### src/rtl/basilisk_issue_scoreboard.sv
// FP issue scoreboard: tracks busy destination registers, holds back dependent
// instructions, registers one instruction toward the FPU and supports a fence drain.
module basilisk_issue_scoreboard #(
    parameter int MAX_INFLIGHT = 16
) (
    input  logic        clk,
    input  logic        rst,
    input  logic        in_valid,
    output logic        in_ready,
    input  logic [4:0]  in_rd,
    input  logic [4:0]  in_rs1,
    input  logic [4:0]  in_rs2,
    input  logic [4:0]  in_rs3,
    input  logic        in_dep_rd,
    input  logic        in_dep_rs1,
    input  logic        in_dep_rs2,
    input  logic        in_dep_rs3,
    input  logic        in_wr,
    input  logic [31:0] in_payload,
    output logic        out_valid,
    input  logic        out_ready,
    output logic [31:0] out_payload,
    output logic [4:0]  out_rd,
    output logic        out_wr,
    input  logic        wb0_valid,
    input  logic [4:0]  wb0_rd,
    input  logic        wb1_valid,
    input  logic [4:0]  wb1_rd,
    input  logic        fence_req,
    output logic        fence_ack,
    output logic [5:0]  inflight,
    output logic        err
);

    typedef enum logic [1:0] {RUN, DRAIN, ACK} state_t;

    state_t      state_reg, state_next;
    logic [31:0] busy_reg, busy_next, busy_eff;
    logic [31:0] clear_mask, set_mask;
    logic [5:0]  inflight_reg, inflight_next;
    logic        out_valid_reg, out_valid_next;
    logic [31:0] out_payload_reg;
    logic [4:0]  out_rd_reg;
    logic        out_wr_reg;
    logic        err_reg;
    logic        retire0, retire1, dup_wb, err_event;
    logic        hazard, accept, accept_wr, fence_ack_c;

    // A duplicate writeback retires through port 0 only, so the register is counted once.
    assign dup_wb    = wb0_valid & wb1_valid & (wb0_rd == wb1_rd);
    assign retire0   = wb0_valid & busy_reg[wb0_rd];
    assign retire1   = wb1_valid & busy_reg[wb1_rd] & ~dup_wb;
    assign err_event = (wb0_valid & ~busy_reg[wb0_rd]) | (wb1_valid & ~busy_reg[wb1_rd]) | dup_wb;

    generate
        for (genvar gi = 0; gi < 32; gi++) begin : g_mask
            assign clear_mask[gi] = (retire0 && wb0_rd == 5'(gi)) || (retire1 && wb1_rd == 5'(gi));
            assign set_mask[gi]   = accept_wr && in_rd == 5'(gi);
        end
    endgenerate

    assign busy_eff = busy_reg & ~clear_mask;
    assign hazard   = (in_dep_rd  & busy_eff[in_rd])  | (in_dep_rs1 & busy_eff[in_rs1]) |
                      (in_dep_rs2 & busy_eff[in_rs2]) | (in_dep_rs3 & busy_eff[in_rs3]);

    assign in_ready = rst && state_reg == RUN && !hazard &&
                      (!in_wr || inflight_reg < 6'(MAX_INFLIGHT)) &&
                      (!out_valid_reg || out_ready);
    assign accept    = in_valid & in_ready;
    assign accept_wr = accept & in_wr;

    // A set wins over a same-cycle clear of the same register.
    assign busy_next      = busy_eff | set_mask;
    assign inflight_next  = inflight_reg + 6'(accept_wr) - 6'(retire0) - 6'(retire1);
    assign out_valid_next = accept | (out_valid_reg & ~out_ready);

    always_comb begin
        state_next  = state_reg;
        fence_ack_c = 1'b0;
        case (state_reg)
            RUN:     if (fence_req) state_next = DRAIN;
            DRAIN:   if (inflight_next == 6'd0 && !out_valid_next) state_next = ACK;
            ACK: begin
                fence_ack_c = 1'b1;
                state_next  = RUN;
            end
            default: state_next = RUN;
        endcase
    end

    always_ff @(posedge clk or negedge rst) begin
        if (!rst) begin
            state_reg       <= RUN;
            busy_reg        <= '0;
            inflight_reg    <= '0;
            out_valid_reg   <= 1'b0;
            out_payload_reg <= '0;
            out_rd_reg      <= '0;
            out_wr_reg      <= 1'b0;
            err_reg         <= 1'b0;
        end else begin
            state_reg     <= state_next;
            busy_reg      <= busy_next;
            inflight_reg  <= inflight_next;
            out_valid_reg <= out_valid_next;
            err_reg       <= err_reg | err_event;
            if (accept) begin
                out_payload_reg <= in_payload;
                out_rd_reg      <= in_rd;
                out_wr_reg      <= in_wr;
            end
        end
    end

    assign out_valid   = out_valid_reg;
    assign out_payload = out_payload_reg;
    assign out_rd      = out_rd_reg;
    assign out_wr      = out_wr_reg;
    assign inflight    = inflight_reg;
    assign err         = err_reg;
    assign fence_ack   = fence_ack_c;

endmodule

### config.mk
export PLATFORM = sky130hd
export DESIGN_NAME = basilisk_issue_scoreboard
export DESIGN_NICKNAME = d
export VERILOG_FILES = /design/src/rtl/basilisk_issue_scoreboard.sv
export SDC_FILE = /design/constraint.sdc
export NUM_CORES = 1
export LEC_CHECK = 0
export ABC_AREA = 1
export CAP_MARGIN = 20
export CORE_AREA = 4 4 127 129
export CTS_CLUSTER_DIAMETER = 100
export CTS_CLUSTER_SIZE = 24
export DETAILED_ROUTE_END_ITERATION = 10
export DIE_AREA = 0 0 131 133
export DONT_BUFFER_PORTS = 1
export GPL_ROUTABILITY_DRIVEN = 0
export MAX_ROUTING_LAYER = met4
export SKIP_LAST_GASP = 1
export SLEW_MARGIN = 20
export SYNTH_ARGS = -nofsm -noshare
export SYNTH_HDL_FRONTEND = slang
export SYNTH_SLANG_ARGS = --single-unit
### constraint.sdc
create_clock -name clk -period 10.3 [get_ports clk]
set_clock_uncertainty 0.1 [all_clocks]
set_input_delay 2.575 -clock clk [delete_from_list [all_inputs] [get_ports clk]]
set_output_delay 2.575 -clock clk [all_outputs]
set_load 0.02 [all_outputs]
# --- Word-level counts from Yosys, hierarchy flattened ---
# Index checks and enable logic that the tools add are counted.
word_totals:
  output_inout_bits: 48
  in_bits: 74
  wordCells: 305
  register_bits: 80
classes:
  eq_ne: 98
  n_reduce_logical: 145
  n_addsub: 3
  bitwise_logic: 28
  n_lt_le_gt_ge: 7
  n_mux: 16
op_table:
  columns: ["operator", "count"]
  rows:
  - ["$eq A5 B5 Y1 const B", 48]
  - ["$eq A5 B4 Y1 const B", 24]
  - ["$logic_and A1 B1 Y1", 101]
  - ["$eq A5 B3 Y1 const B", 12]
  - ["$lt A5 B6 Y1 const B", 6]
  - ["$logic_or A1 B1 Y1", 34]
  - ["$and A32 B32 Y32", 1]
  - ["$not A32 Y32", 1]
  - ["$or A32 B32 Y32", 1]
  - ["$bmux W1 S5", 6]
  - ["$eq A5 B2 Y1 const B", 6]
  - ["$eq A5 B1 Y1 const B", 3]
  - ["$logic_not A5 Y1", 3]
  - ["$and A1 B1 Y1", 14]
  - ["$sub A6 B1 Y6", 2]
  - ["$mux W1", 7]
  - ["$or A1 B1 Y1", 7]
  - ["$add A6 B1 Y6", 1]
  - ["$logic_not A6 Y1", 1]
  - ["$lt A6 B5 Y1 const B", 1]
  - ["$eq A5 B5 Y1", 1]
  - ["$logic_not A1 Y1", 4]
  - ["$mux W2", 2]
  - ["$ne A2 B2 Y1 const B", 2]
  - ["6 further kinds", 9]

# --- Depth between registers and ports, before layout ---
# Gate-level depths: netlist of run 1.
logic_depth:
  word_depth: 27
  mapped_depth: 38
  depth_no_buf: 35

# --- Worst setup path after synthesis of run 1 ---
# OpenSTA, ideal clock, no wires.
synth_timing:
  path_type: "input port to output port"
  startpoint: "in wb1_rd[1]"
  endpoint: "out in_ready"
  n_path_buf: 2
  path_stages: 23
  slack_ns: 2.763
  required_ns: 7.625
  arrival_time_ns: 4.862
  cell_sequence: "buf_4 > nor2_1 > nand2_1 > nand2_1 > nor2_1 > nor2_1 > nor2_1 > nand2_1 > nand2_1 > nor2_2 > buf_6 > nand2_2 > nand3_1 > nand2_1 > nand2_1 > nand2_1 > nand3_1 > nor2_1 > nand2_1 > nand2_1 > nand3_1 > nand2_1 > nor3_1"
synth_via:
  elab_chain_cells: 18
  elab_cells_between_ends: 124
  classes_between: "eq/ne (32); mux (10); bitwise (13); reduce/logical (69)"
synth_lines:
  columns: ["element", "line_no", "rtl"]
  rows:
  - ["start: declaration", "28", "input logic [4:0] wb1_rd,"]
  - ["$bmux W1 S5 or $eq A5 B5 Y1 (tied branches)", "52, 50", null]
  - ["$mux W1 (implied by the code) or $and A1 B1 Y1 (tied branches)", "52, 50", null]
  - ["$and A1 B1 Y1 or $not A1 Y1 (tied branches)", "52", "assign retire1 = wb1_valid & busy_reg[wb1_rd] & ~dup_wb;"]
  - ["$and A1 B1 Y1", "52", null]
  - ["$logic_and A1 B1 Y1", "57", "assign clear_mask[gi] = (retire0 && wb0_rd == 5'(gi)) || (retire1 && wb1_rd == 5'(gi));"]
  - ["$logic_or A1 B1 Y1", "57", null]
  - ["$not A32 Y32 *", "62", "assign busy_eff = busy_reg & ~clear_mask;"]
  - ["$and A32 B32 Y32 *", "62", null]
  - ["$bmux W1 S5", "63", "assign hazard = (in_dep_rd & busy_eff[in_rd]) | (in_dep_rs1 & busy_eff[in_rs1]) |"]
  - ["$mux W1 (implied by the code)", "63", null]
  - ["$and A1 B1 Y1", "63", null]
  - ["$or A1 B1 Y1 (2 in series)", "63", null]
  - ["$or A1 B1 Y1 *", "64", "(in_dep_rs2 & busy_eff[in_rs2]) | (in_dep_rs3 & busy_eff[in_rs3]);"]
  - ["$logic_not A1 Y1 *", "66", "assign in_ready = rst && state_reg == RUN && !hazard &&"]
  - ["$logic_and A1 B1 Y1 * (2 in series)", "66", null]
  - ["$logic_and A1 B1 Y1 *", "67", "(!in_wr || inflight_reg < 6'(MAX_INFLIGHT)) &&"]
  - ["end: declaration", "9", "output logic in_ready,"]
# Every way passes the cells marked *; elsewhere a longest branch is shown, timed or not. The select of a mux whose other input is x is not followed.

# --- Final worst setup path of run 1 ---
layout_timing:
  startpoint: "in wb1_rd[0]"
  endpoint: "out in_ready"
# The elaborated chain is that of the path after synthesis.

==> metrics, run 1 <==
largest family of logic cells by synthesized area=simple AND/OR/NAND/NOR gates; crit path to=in_ready; Final Critical Period=about 9 ns; commonest non-fill, non-tap cell in the layout=nand2_1; depth of the most critical reg-to-reg path=32; Post-Synthesis Cells=1101; top sig layer=met4; post-synthesis adder-cell area fraction=0.0193; Clk pwr share=0.322; post-synth cell types=28; most frequent cells in the layout=402 x nand2_1, 136 x nor2_1, 120 x nand4_1; chip height=133 um; worst path arrival time=6.26 ns; CP Data Required Time=7.63 ns; Clock Tree Root=clkbuf_16; Post-synth EDFFs=0; setup TNS=0 ns; initial antenna violation count=0; P_sw=about 420 uW; PostCTS Resize Cnt=0; final net count=around 1.1k; IO Pins=122; WL met2=~10000 um; post-route antenna net violation count=0; Pins Over Slew Limit=0; P_int=~720 uW; Setup Crit Path Kind=in2out; Die ar.=~17000 sq um; syn_nets=about 1.2k; FP Rows=45; Post-Syn Area=6620 sq um; DR WL met3=between 3000 and 4000 um; Post-synth ARST share=1.00; # Max-Cap Violations=0; Synth Flop Type=dfrtp_1; layout cells sized above 1=0.0336; Final Hold Fails=0; CTS Hold Bufs=0; CP top delay family=simple AND/OR/NAND/NOR gates; hpwl dp=~19000 um; run status=completed; post-CTS setup buffer count=0; fmax=about 110 MHz; final std cells w/o fill=roughly 1.3k; initial drt markers=slightly below 1k; mux share of post-synthesis cell area=0; Syn Area/Cell=around 6 sq um; Worst slew margin=0.472; first-pass GRT wire length=approximately 37000 um; Levels on crit path=21; global route overflow=0; Leakage=~0.0034 uW; vias=about 7.5k; DRC viols=0; clock sink count=80; CP Cell Sequence=nor2_1, nand2_1, nand2_1, nor2_1, nor2_1, nor2_1, nand2_1, nand2_1, nor2_2, nand2_1, nand3_1, nand2_1, nand2_1, nand2_1, nand2_1, nor2_1, nand2_1, nand2_1, nand3_1, nand2_1, nor3_1; TritonCTS clock tree=yes; Placed Cells incl. Taps=between 1k and 1.5k; worst hold path type=reg2reg; Synth Area in Simple Gates=0.527; crit-path max cell delay=slightly above 0.6 ns; final setup vio count=0; TritonRoute pass-1 iters=6; most frequent CP cell=nand2_1; Buf/Inv on CP=0; peak supply drop=147 uV; register area share after synthesis=0.302; post-synthesis compound-gate area fraction=0.0497; CTS H-tree depth=3; wire per inst=around 20 um; startpoint types=input port; initial core utilization=0.441; post-route met1 wirelength=between 9000 and 10000 um; hold_ws=~0.43 ns; R2R Setup Slk=between 4 and 5 ns; peak fanout along the critical path=22; P per Cell Area=163 nW/um^2; Synth Area in XOR/XNOR=0.00397; Crit Reg-Reg Endpoint=state_reg[0]$_DFFE_PN0P_; clock-pin slew on the worst setup and hold paths=0.06 ns; die width=around 130 um; core area=between 15000 and 20000 sq um; Area Growth Syn to Fin=5.21%; largest net degree at the start of global routing=between 80 and 90; final period utilization=0.868; slowest stage cell, crit path=nor3_1; Final Core Density=0.464; unrepaired setup endpoints after global routing=false; FF+latch count, synth=80; vias in the first global route=roughly 6.6k; Worst Setup End Kind=output port; PortBufs=0; sequential power share=0.476; Gate power share=0.202; worst setup path start=wb1_rd[0]; Switching Share=0.369; Overall Global Routing Usage=0.284; R2R Path Start=busy_reg[5]$_DFF_PN0_; CTS Buf Count=9; Total Power=around 1100 uW; Slew @ Worst Pin=0.792 ns; Yosys Warn Count=0; Clock Latency Late Sink=around 0.34 ns; vias per cell=5.99; CTS Buffer Depth=2; ant diodes=0; Routed WL=between 20000 and 25000 um
## power groups by stage
stage | logic (uW) | clock network, uW | registers, uW
final | 229 | 366 | 541
after floorplan | 197 | 0 | 525
after detailed placement | 230 | 0 | 545
after CTS | 230 | 372 | 543
after global placement | 224 | 0 | 548
after global routing | 265 | 388 | 551
## through the flow
stage          instance area (sq um)  worst slack (ns)
4_1_cts                         6970              1.50
3_5_place_dp                    6620              1.52
5_1_grt                         6970             0.880
6_report                        6970              1.36
3_3_place_gp                    6620              1.49
2_1_floorplan                   6620              2.76
## how the worst min path moves through the flow
stage                              from                  endpoint  slack (ns)  depth (start not counted)
2_1_floorplan  state_reg[1]$_DFFE_PN0P_  state_reg[0]$_DFFE_PN0P_        0.39                          3
3_3_place_gp   state_reg[1]$_DFFE_PN0P_  state_reg[0]$_DFFE_PN0P_        0.41                          3
3_5_place_dp   state_reg[1]$_DFFE_PN0P_  state_reg[0]$_DFFE_PN0P_        0.42                          3
4_1_cts        state_reg[1]$_DFFE_PN0P_  state_reg[0]$_DFFE_PN0P_        0.43                          3
5_1_grt        state_reg[1]$_DFFE_PN0P_  state_reg[0]$_DFFE_PN0P_        0.48                          3
6_report       state_reg[1]$_DFFE_PN0P_  state_reg[0]$_DFFE_PN0P_        0.43                          3
## cells by family after synthesis
family          count (synthesis)
simple gates                  792
buf+inv                       154
flops                          80
compound gates                 63
fa+ha+maj                       9
xor+xnor                        3
## worst min-delay path: stages, from the launching register on
cell and delay [ns]:
dfrtp_1 0.34, nor2_1 0.05, nand2_1 0.05, nand2_1 0.04
## metal layers
metal	global-route usage	vias up
li1	-	3538
met1	0.390	3310
met2	0.403	587
met3	0.0456	102
met4	0.140	0
met5	-	-
## cell type report
type,instances,area (sq um)
sequential,80,2000
clock buffer,10,229
inverter,104,390
multi-input combinational,867,3970
tap,188,235
timing repair buffer,3,22.5
clock inverter,6,115
fill,1572,8070
## Yosys cell counts (4+ instances only)
library cell    n  area [sq um]
nand2_1       402          1510
nor2_1        136           510
nand4_1       120           751
nand3_1       114           571
inv_1          96           360
dfrtp_1        80          2000
o21ai_1        33           165
clkbuf_1       24          90.1
o21ai_0        18          90.1
buf_2          16          80.1
a21oi_1         7          35.0
buf_4           7          52.6
ha_1            7          87.6
nor2_2          6          37.5
nor3_1          6          30.0
inv_2           5          18.8
nor2_4          4          45.0
Power figures use the tool's default switching activity.
==> run 2: changes to the inputs <==
--- a/config.mk
+++ b/config.mk
@@ -7,11 +7,11 @@
 export LEC_CHECK = 0
 export ABC_AREA = 1
 export CAP_MARGIN = 20
-export CORE_AREA = 4 4 127 129
+export CORE_AREA = 4 4 134 136
 export CTS_CLUSTER_DIAMETER = 100
 export CTS_CLUSTER_SIZE = 24
 export DETAILED_ROUTE_END_ITERATION = 10
-export DIE_AREA = 0 0 131 133
+export DIE_AREA = 0 0 138 140
 export DONT_BUFFER_PORTS = 1
 export GPL_ROUTABILITY_DRIVEN = 0
 export MAX_ROUTING_LAYER = met4
==> run 2 against run 1 <==
Routed wire length shrank 3.1%. Design area grew 0.18%. Non-clock buffer count grew 2. Worst hold slack gained 0.029 ns. Final cell count grew 3.0%. Setup slack gained 0.079 ns. Critical path depth is the same. Sequential power is essentially flat. Flip-flop and latch count is the same. Count of clock-buffer cells in the layout is the same. Largest cell class unchanged.
==> metrics, run 2 (synthesis results as in run 1) <==
DRC viols=0 (unchanged); fmax=113 MHz (+0.90%); initial drt markers=1153 (+19%); PortBufs=0 (unchanged); clock sink count=80 (unchanged); Worst slew margin=0.475 (+0.00309); vias in the first global route=6635 (+0.060%); vias per cell=5.62 (-6.1%); CTS Buffer Depth=2 (unchanged); final setup vio count=0 (unchanged); TritonRoute pass-1 iters=6 (unchanged); startpoint types=input port; setup TNS=0 ns (unchanged); commonest non-fill, non-tap cell in the layout=nand2_1; layout cells sized above 1=0.0355 (+0.00184); initial core utilization=0.391 (-0.0495); Slew @ Worst Pin=0.787 ns (-0.00463 ns); FP Rows=48 (+6.7%); Area Growth Syn to Fin=5.40%; run status=completed; hpwl dp=18500 um (-1.9%); CTS Buf Count=9 (unchanged); # Max-Cap Violations=0 (unchanged); placed inst area=6690 sq um (+0.93%); # fillers=1894 (+20%); peak fanout along the critical path=22 (unchanged); CTS H-tree depth=3 (unchanged); Clock Latency Late Sink=0.34 ns (about the same); Final Core Density=0.412 (-0.0513); Setup Crit Path Kind=in2out; largest net degree at the start of global routing=88 (unchanged); P per Cell Area=156 nW/um^2 (-4.3%); TritonCTS clock tree=yes; post-route antenna net violation count=0 (unchanged); Overall Global Routing Usage=0.248 (-0.0362); worst hold path type=reg2reg; fin worst setup slack=1.44 ns (+0.0794 ns); Routed WL=23900 um (-3.1%); CP Data Required Time=7.63 ns (about the same); vias=7288 (-3.3%); Leakage=0.00341 uW (-0.25%); fin area=6980 sq um (+0.18%); clock-pin slew on the worst setup and hold paths=0.06 ns (about the same); initial antenna violation count=0 (unchanged); Die ar.=19300 sq um (+11%); first-pass GRT wire length=37300 um (-0.54%); Pins Over Slew Limit=0 (unchanged); Worst Setup End Kind=output port; post-CTS setup buffer count=0 (unchanged); Final Hold Fails=0 (unchanged); chip height=140 um (+5.3%); final net count=1150 (+0.17%); Clock Tree Root=clkbuf_16; wire per inst=18.4 um (-6.0%); CTS Hold Bufs=0 (unchanged); core area=16900 sq um (+13%); IO Pins=122 (unchanged); die width=138 um (+5.3%); peak supply drop=153 uV (+4.4%); final period utilization=0.860 (-0.00771); Final Critical Period=8.86 ns (-0.0794 ns); worst path arrival time=6.18 ns (-0.08 ns); global route overflow=0 (unchanged); final std cells w/o fill=1296 (+3.0%); PostCTS Resize Cnt=0 (unchanged); Placed Cells incl. Taps=1281 (+3.1%); unrepaired setup endpoints after global routing=false; most frequent cells in the layout=402 x nand2_1, 136 x nor2_1, 120 x nand4_1; pre-CTS setup slack=1.49 ns (-0.0244 ns); ant diodes=0 (unchanged)
-- run 2: path summary, 6_finish.rpt --
kind | cells after the start | from | slack [ns] | to
max | 21 | wb1_rd[0] | 1.44 | in_ready
max in group asynchronous | 0 | rst | 8.15 | busy_reg[29]$_DFF_PN0_
max reg2reg | 32 | busy_reg[20]$_DFF_PN0_ | 4.46 | state_reg[0]$_DFFE_PN0P_
min reg2reg | 3 | state_reg[1]$_DFFE_PN0P_ | 0.45 | state_reg[0]$_DFFE_PN0P_
min in group asynchronous | 0 | rst | 1.83 | out_payload[26]$_DFFE_PN0P_
min | 3 | state_reg[1]$_DFFE_PN0P_ | 0.45 | state_reg[0]$_DFFE_PN0P_
-- run 2: power breakdown --
group | leakage [uW] | switching [uW] | internal [uW]
combinational | 0.00220 | 143 | 89.3
sequential | 0.00106 | 150 | 391
clock | 0.000145 | 125 | 193
total | 0.00341 | 417 | 673
-- run 2: worst max-delay path: stages --
cell	delay, ns
nor2_1	0.48
nand2_1	0.10
nand2_1	0.09
nor2_1	0.04
nor2_1	0.08
nor2_1	0.05
nand2_1	0.49
nand2_1	0.17
nor2_2	0.53
nand2_1	0.24
nand3_1	0.17
nand2_1	0.07
nand2_1	0.08
nor2_1	0.04
nor2_1	0.08
nor2_1	0.07
nand2_1	0.05
nand2_1	0.05
nand3_1	0.06
nand2_1	0.07
nor3_1	0.58
-- run 2: metrics by stage --
stage | power [uW] | hold WS (ns)
2_1_floorplan | 723 | 0.394
3_3_place_gp | 774 | 0.433
3_5_place_dp | 778 | 0.429
4_1_cts | 1100 | 0.452
5_1_grt | 1170 | 0.483
6_report | 1090 | 0.455
-- run 2: cell type report --
| cell class | instances | area, sq um | area share |
|---|---|---|---|
| clock inverters | 5 | 56.3 | 0.00807 |
| inverters | 104 | 390 | 0.0559 |
| multi-input cells | 867 | 3970 | 0.569 |
| repair buffers | 5 | 37.5 | 0.00538 |
| clock buffers | 10 | 239 | 0.0342 |
| well taps | 225 | 282 | 0.0403 |
| flip-flops and latches | 80 | 2000 | 0.287 |
-- run 2: per-layer routing --
metal,up-vias,wire length (um),global-route usage
met5,-,0,-
met4,0,894,0.0946
met3,64,2570,0.0601
met2,438,10000,0.353
met1,3244,10400,0.341
li1,3542,-,-
==> patch 1, RTL diff (flow settings as in run 1) <==
Reset style: synchronous (`rst`), changed in one clocked block.
--- a/src/rtl/basilisk_issue_scoreboard.sv
+++ b/src/rtl/basilisk_issue_scoreboard.sv
@@ -88,7 +88,7 @@
         endcase
     end
 
-    always_ff @(posedge clk or negedge rst) begin
+    always_ff @(posedge clk) begin
         if (!rst) begin
             state_reg       <= RUN;
             busy_reg        <= '0;
Function: changed (a bounded check fails within 4 cycles, from zero or initial values and one cycle with rst low; the reset may be asserted at any time).
==> patch 1 against run 1 <==
Setup slack gained 0.62 ns; largest cell class unchanged; synthesized cell count up 4.6%; largest power group unchanged; global-route usage is 0.72 points higher; synthesized area down 2.3%; power decreased by 25%; sequential cell count did not move; hold slack improved by 0.011 ns; design area shrank 3.5%; combinational power is 27% lower; count of clock-buffer cells in the layout is 1 higher; non-clock buffer count stayed put; wire length increased by 1.7%; via count is 3.0% higher.
==> patch 1: results (changes against run 1) <==
stage,metric,value,unit,change
clocking,"CTS clk-pin slew, worst paths",0.06,ns,about the same
placement,input/output buffers,0,,unchanged
drt,met1 wire length,9920,um,+0.60%
drt,DR WL met3,3130,um,+3.5%
clocking,Setup Buffers After CTS,0,,unchanged
setup_path,Critical Path AT,5.65,ns,-0.61 ns
placement,DP Area,0.00642,sq mm,-3.1%
floorplanning,Core Footprint,0.0150,sq mm,unchanged
grt,Tot GR Track Use,29.1,%,+0.72 points
layout,diode count,0,,unchanged
setup_path,CP peak stage delay,0.46,ns,-0.16 ns
clocking,Max Root-Sink Buffers,2,,unchanged
clocking,post-cts gate resize count,0,,unchanged
yosys,Synth cell types,30,,+7.1%
drt,via count,7765,,+3.0%
grt,initial antenna violation count,0,,unchanged
yosys,most used flip-flop cell after synthesis,dfxtp_1,,
power,worst vdd ir,0.0966,mV,-34%
grt,largest net degree at the start of global routing,77,,-13%
placement,pre-CTS setup slack,2.02,ns,+0.503 ns
grt,first-pass GRT wire length,38600,um,+2.9%
placement,dpl hpwl,18600,um,-1.4%
clocking,latest clock arrival within the worst-skew pair,0.34,ns,about the same
layout,share of layout cells above drive strength 1,2.91,%,-0.46 points
drt,DR WL/cell,19.4,um,-0.74%
clocking,clock root buffer,clkbuf_16,,
drt,Pre-antenna DRT Iters,6,,unchanged
worst_hold_path,Hold WC Path Type,reg2reg,,
yosys,post-synthesis sequential area ratio,24.7,%,-5.5 points
clocking,H-tree depth,3,,unchanged
power,Pleak,0.00273,uW,-20%
drt,top sig layer,met4,,
run_status,status,completed,,
grt,vias in the first global route,7079,,+6.8%
timing,slew margin rel.,47.0,%,-0.24 points
drt,1st-iter DRT viols,1176,,+22%
yosys,Post-synth ARST share,0,%,-100 points
setup_path,Crit-path slowest cell,nand2_1,,
clocking,cts bufs inserted,9,,unchanged
layout,nets,1181,,+2.9%
yosys,Syn. warnings,0,,unchanged
yosys,Area contributors post-synth,"dfxtp_1 (25%), nand2_1 (22%), nand4_1 (12%)",,
setup_path,family with the most delay on the worst path,simple AND/OR/NAND/NOR gates,,
yosys,"top cells by count, synth","nand2_1 (384), nand3_1 (141), nor2_1 (141)",,
layout,# fillers,1677,,+6.7%
setup_path,CP max FO,21,,-4.5%
drt,met2 wire len,10600,um,+1.9%
patch 1: changes by cell type in the layout (fill, tap and decap cells not counted), moves of 5 or more:
cell | run 1 | this run
nand3_1 | 114 | 141
nor2_1 | 136 | 141
o21ai_0 | 18 | 6
a21oi_1 | 7 | 77
inv_1 | 96 | 78
nor3_1 | 6 | 11
dfxtp_1 | 0 | 80
dfrtp_1 | 80 | 0
nand2_1 | 402 | 384
o21ai_1 | 33 | 1
patch 1: cells by family (layout without fill, tap and decap cells):
kind of cell,after synthesis,in the layout,share of synthesized area (%)
simple gates,813,813,55.6
buf+inv,155,104,9.80
compound gates,92,92,7.42
flops,80,80,24.7
fa+ha+maj,9,9,1.97
xor+xnor,3,3,0.406
patch 1: per-stage QoR:
step	util (%)	cells
2_1_floorplan	-	1152
3_3_place_gp	42.7	1275
3_5_place_dp	42.7	1275
4_1_cts	44.7	1289
5_1_grt	44.7	1289
6_report	44.7	1289
patch 1: final cells by class:
type / count / area [sq um] / share of cell area (%)
inverters: 87 / 327 / 4.86
multi-input cells: 917 / 4240 / 63.0
clock inverters: 3 / 68.8 / 1.02
clock buffers: 11 / 233 / 3.46
flip-flops and latches: 80 / 1600 / 23.8
repair buffers: 3 / 22.5 / 0.335
well taps: 188 / 235 / 3.50
patch 1: routing by layer:
| metal | track usage [%] | up-vias |
|---|---|---|
| li1 | - | 3726 |
| met1 | 38.2 | 3481 |
| met2 | 40.5 | 473 |
| met3 | 7.23 | 85 |
| met4 | 15.9 | 0 |
| met5 | - | - |
patch 1: worst min-delay path: cells and delay by family, from the launching register on:
family	cells	cell delay, ns
DFF	1	0.33
and+or+nand+nor	2	0.16
patch 1: final timing paths:
check,startpoint,slack (ns),cells after the start,end
worst max-delay path,wb0_rd[0],1.98,19,in_ready
worst min-delay path,state_reg[0],0.44,2,state_reg[1]
worst max register to register,busy_reg[20],4.15,33,state_reg[0]
worst min register to register,state_reg[0],0.44,2,state_reg[1]
patch 1: where the power goes:
part	leakage (uW)	internal, uW	switching, uW
combinational	0.00194	55.5	112
sequential	0.000647	324	26.7
clock	0.000146	210	119
total	0.00273	590	257
==> patch 2, RTL diff (settings of run 1) <==
Made on the original files. The parameter `MAX_INFLIGHT` goes from 16 to 8.
--- a/src/rtl/basilisk_issue_scoreboard.sv
+++ b/src/rtl/basilisk_issue_scoreboard.sv
@@ -1,7 +1,7 @@
 // FP issue scoreboard: tracks busy destination registers, holds back dependent
 // instructions, registers one instruction toward the FPU and supports a fence drain.
 module basilisk_issue_scoreboard #(
-    parameter int MAX_INFLIGHT = 16
+    parameter int MAX_INFLIGHT = 8
 ) (
     input  logic        clk,
     input  logic        rst,
Check against the original RTL: not settled (the Yosys comparison gave no result); the edit may change what the design does.
==> patch 2 against run 1 <==
Design area fell by 0.32%; core utilization fell by 0.15 points; first-iteration DRC count rose by 15%; non-clock buffer count fell by 2; sequential cell count did not move; power rose by 1.8%; wire length fell by 0.57%; synthesized area barely moved; final cell count rose by 0.87%; global-route usage rose by 1.1 points; setup slack improved by 0.44 ns; hold slack improved by 0.014 ns; largest power group unchanged.
==> patch 2: results (changes against run 1) <==
stage,metric,value,unit,change
placement,dpl hpwl,19300,um,+2.3%
yosys,Area contributors post-synth,"dfrtp_1 (30%), nand2_1 (26%), nand4_1 (11%)",,
setup_path,flop2flop setup slack,4.76,ns,+0.23 ns
clocking,cts bufs inserted,9,,unchanged
placement,pre-CTS setup slack,1.85,ns,+0.329 ns
run_status,status,completed,,
grt,Tot GR Track Use,29.4,%,+1.1 points
yosys,post-synthesis sequential area ratio,30.2,%,about the same
power,Pleak,0.00341,uW,-0.22%
timing,Worst Max-Slew Pin Slew,0.746,ns,-0.0457 ns
yosys,Syn Inst Count,1110,,+0.82%
drt,Pre-antenna DRT Iters,9,,+3
timing,hold slack final,0.439,ns,+0.0136 ns
grt,first-pass GRT wire length,38600,um,+2.9%
yosys,Synth cell types,27,,-3.6%
layout,nets,1159,,+0.96%
layout,share of layout cells above drive strength 1,3.33,%,-0.031 points
layout,Layout Cells excl Fill,1269,,+0.87%
drt,1st-iter DRT viols,1109,,+15%
grt,vias in the first global route,6853,,+3.3%
drt,DR WL/cell,19.3,um,-1.4%
layout,# fillers,1651,,+5.0%
clocking,clock root buffer,clkbuf_16,,
yosys,"top cells by count, synth","nand2_1 (456), nor2_1 (133), nand3_1 (121)",,
placement,DP Area,0.00663,sq mm,about the same
setup_path,Critical Path AT,5.82,ns,-0.44 ns
clocking,H-tree depth,3,,unchanged
grt,largest net degree at the start of global routing,82,,-6.8%
setup_path,worst flop-to-flop path startpoint,busy_reg[13],,
drt,via count,7457,,-1.1%
-- patch 2: changes by cell type after synthesis, moves of 2 or more --
| cell | run 1 | this run |
|---|---|---|
| buf_6 | 3 | 1 |
| inv_1 | 96 | 70 |
| buf_2 | 16 | 14 |
| clkbuf_1 | 24 | 17 |
| nor2_1 | 136 | 133 |
| nor3_1 | 6 | 17 |
| buf_4 | 7 | 10 |
| o21ai_1 | 33 | 0 |
| buf_1 | 0 | 5 |
| nand2_1 | 402 | 456 |
| clkinv_1 | 3 | 5 |
| nand3_1 | 114 | 121 |
| inv_2 | 5 | 7 |
-- patch 2: worst max-delay path: stages --
cell and delay (ns):
nor2_1 0.44, nand2_1 0.09, nand2_1 0.09, nor2_1 0.04
nor2_1 0.08, nor2_1 0.05, nand2_1 0.47, nand2_1 0.22
nor2_4 0.33, nand2_1 0.18, nand3_1 0.20, nand2_1 0.07
nand2_1 0.07, nand2_1 0.05, nand3_1 0.09, nand3_1 0.08
nand2_1 0.12, nand2_1 0.06, nand3_1 0.06, nand2_1 0.07
nor2_1 0.37
-- patch 2: cells by family (layout without fill, tap and decap cells) --
group,Yosys count,count (layout),synth area share (%)
AOI/OAI and AO/OA,30,30,2.40
xor gates and xnor gates,3,3,0.397
adders and majority gates,10,10,2.11
buffers and inverters,129,99,8.25
DFF,80,80,30.2
other,0,1,0
and+or+nand+nor,858,858,56.6
-- patch 2: final cells by class --
type | instances | area [sq um] | share of cell area [%]
well taps | 188 | 235 | 3.39
inverters | 82 | 308 | 4.43
multi-input cells | 901 | 4080 | 58.7
flip-flops and latches | 80 | 2000 | 28.8
repair buffers | 1 | 7.51 | 0.108
diodes | 1 | 2.50 | 0.0360
clock inverters | 6 | 73.8 | 1.06
clock buffers | 10 | 239 | 3.44
-- patch 2: metal layers --
metal,vias up,GRT usage [%],wire [um]
met3,67,6.18,2650
met2,467,40.4,10400
li1,3582,-,-
met1,3341,41.5,10400
met5,-,-,0
met4,0,12.9,1110
-- patch 2: worst max path at each step --
stage	from	to	slack, ns	cells after the start
3_3_place_gp	wb0_rd[0]	in_ready	1.91	21
4_1_cts	wb0_rd[0]	in_ready	1.84	21
6_report	wb0_rd[0]	in_ready	1.80	21
5_1_grt	wb0_rd[0]	in_ready	1.43	21
3_5_place_dp	wb0_rd[0]	in_ready	1.85	21
2_1_floorplan	wb0_rd[0]	in_ready	2.91	22
-- patch 2: power breakdown --
group / total (uW) / leakage, uW / switching, uW / internal, uW
registers: 569 / 0.00106 / 169 / 400
logic: 248 / 0.00220 / 153 / 95.2
clock network: 341 / 0.000148 / 143 / 198
total: 1160 / 0.00341 / 464 / 694
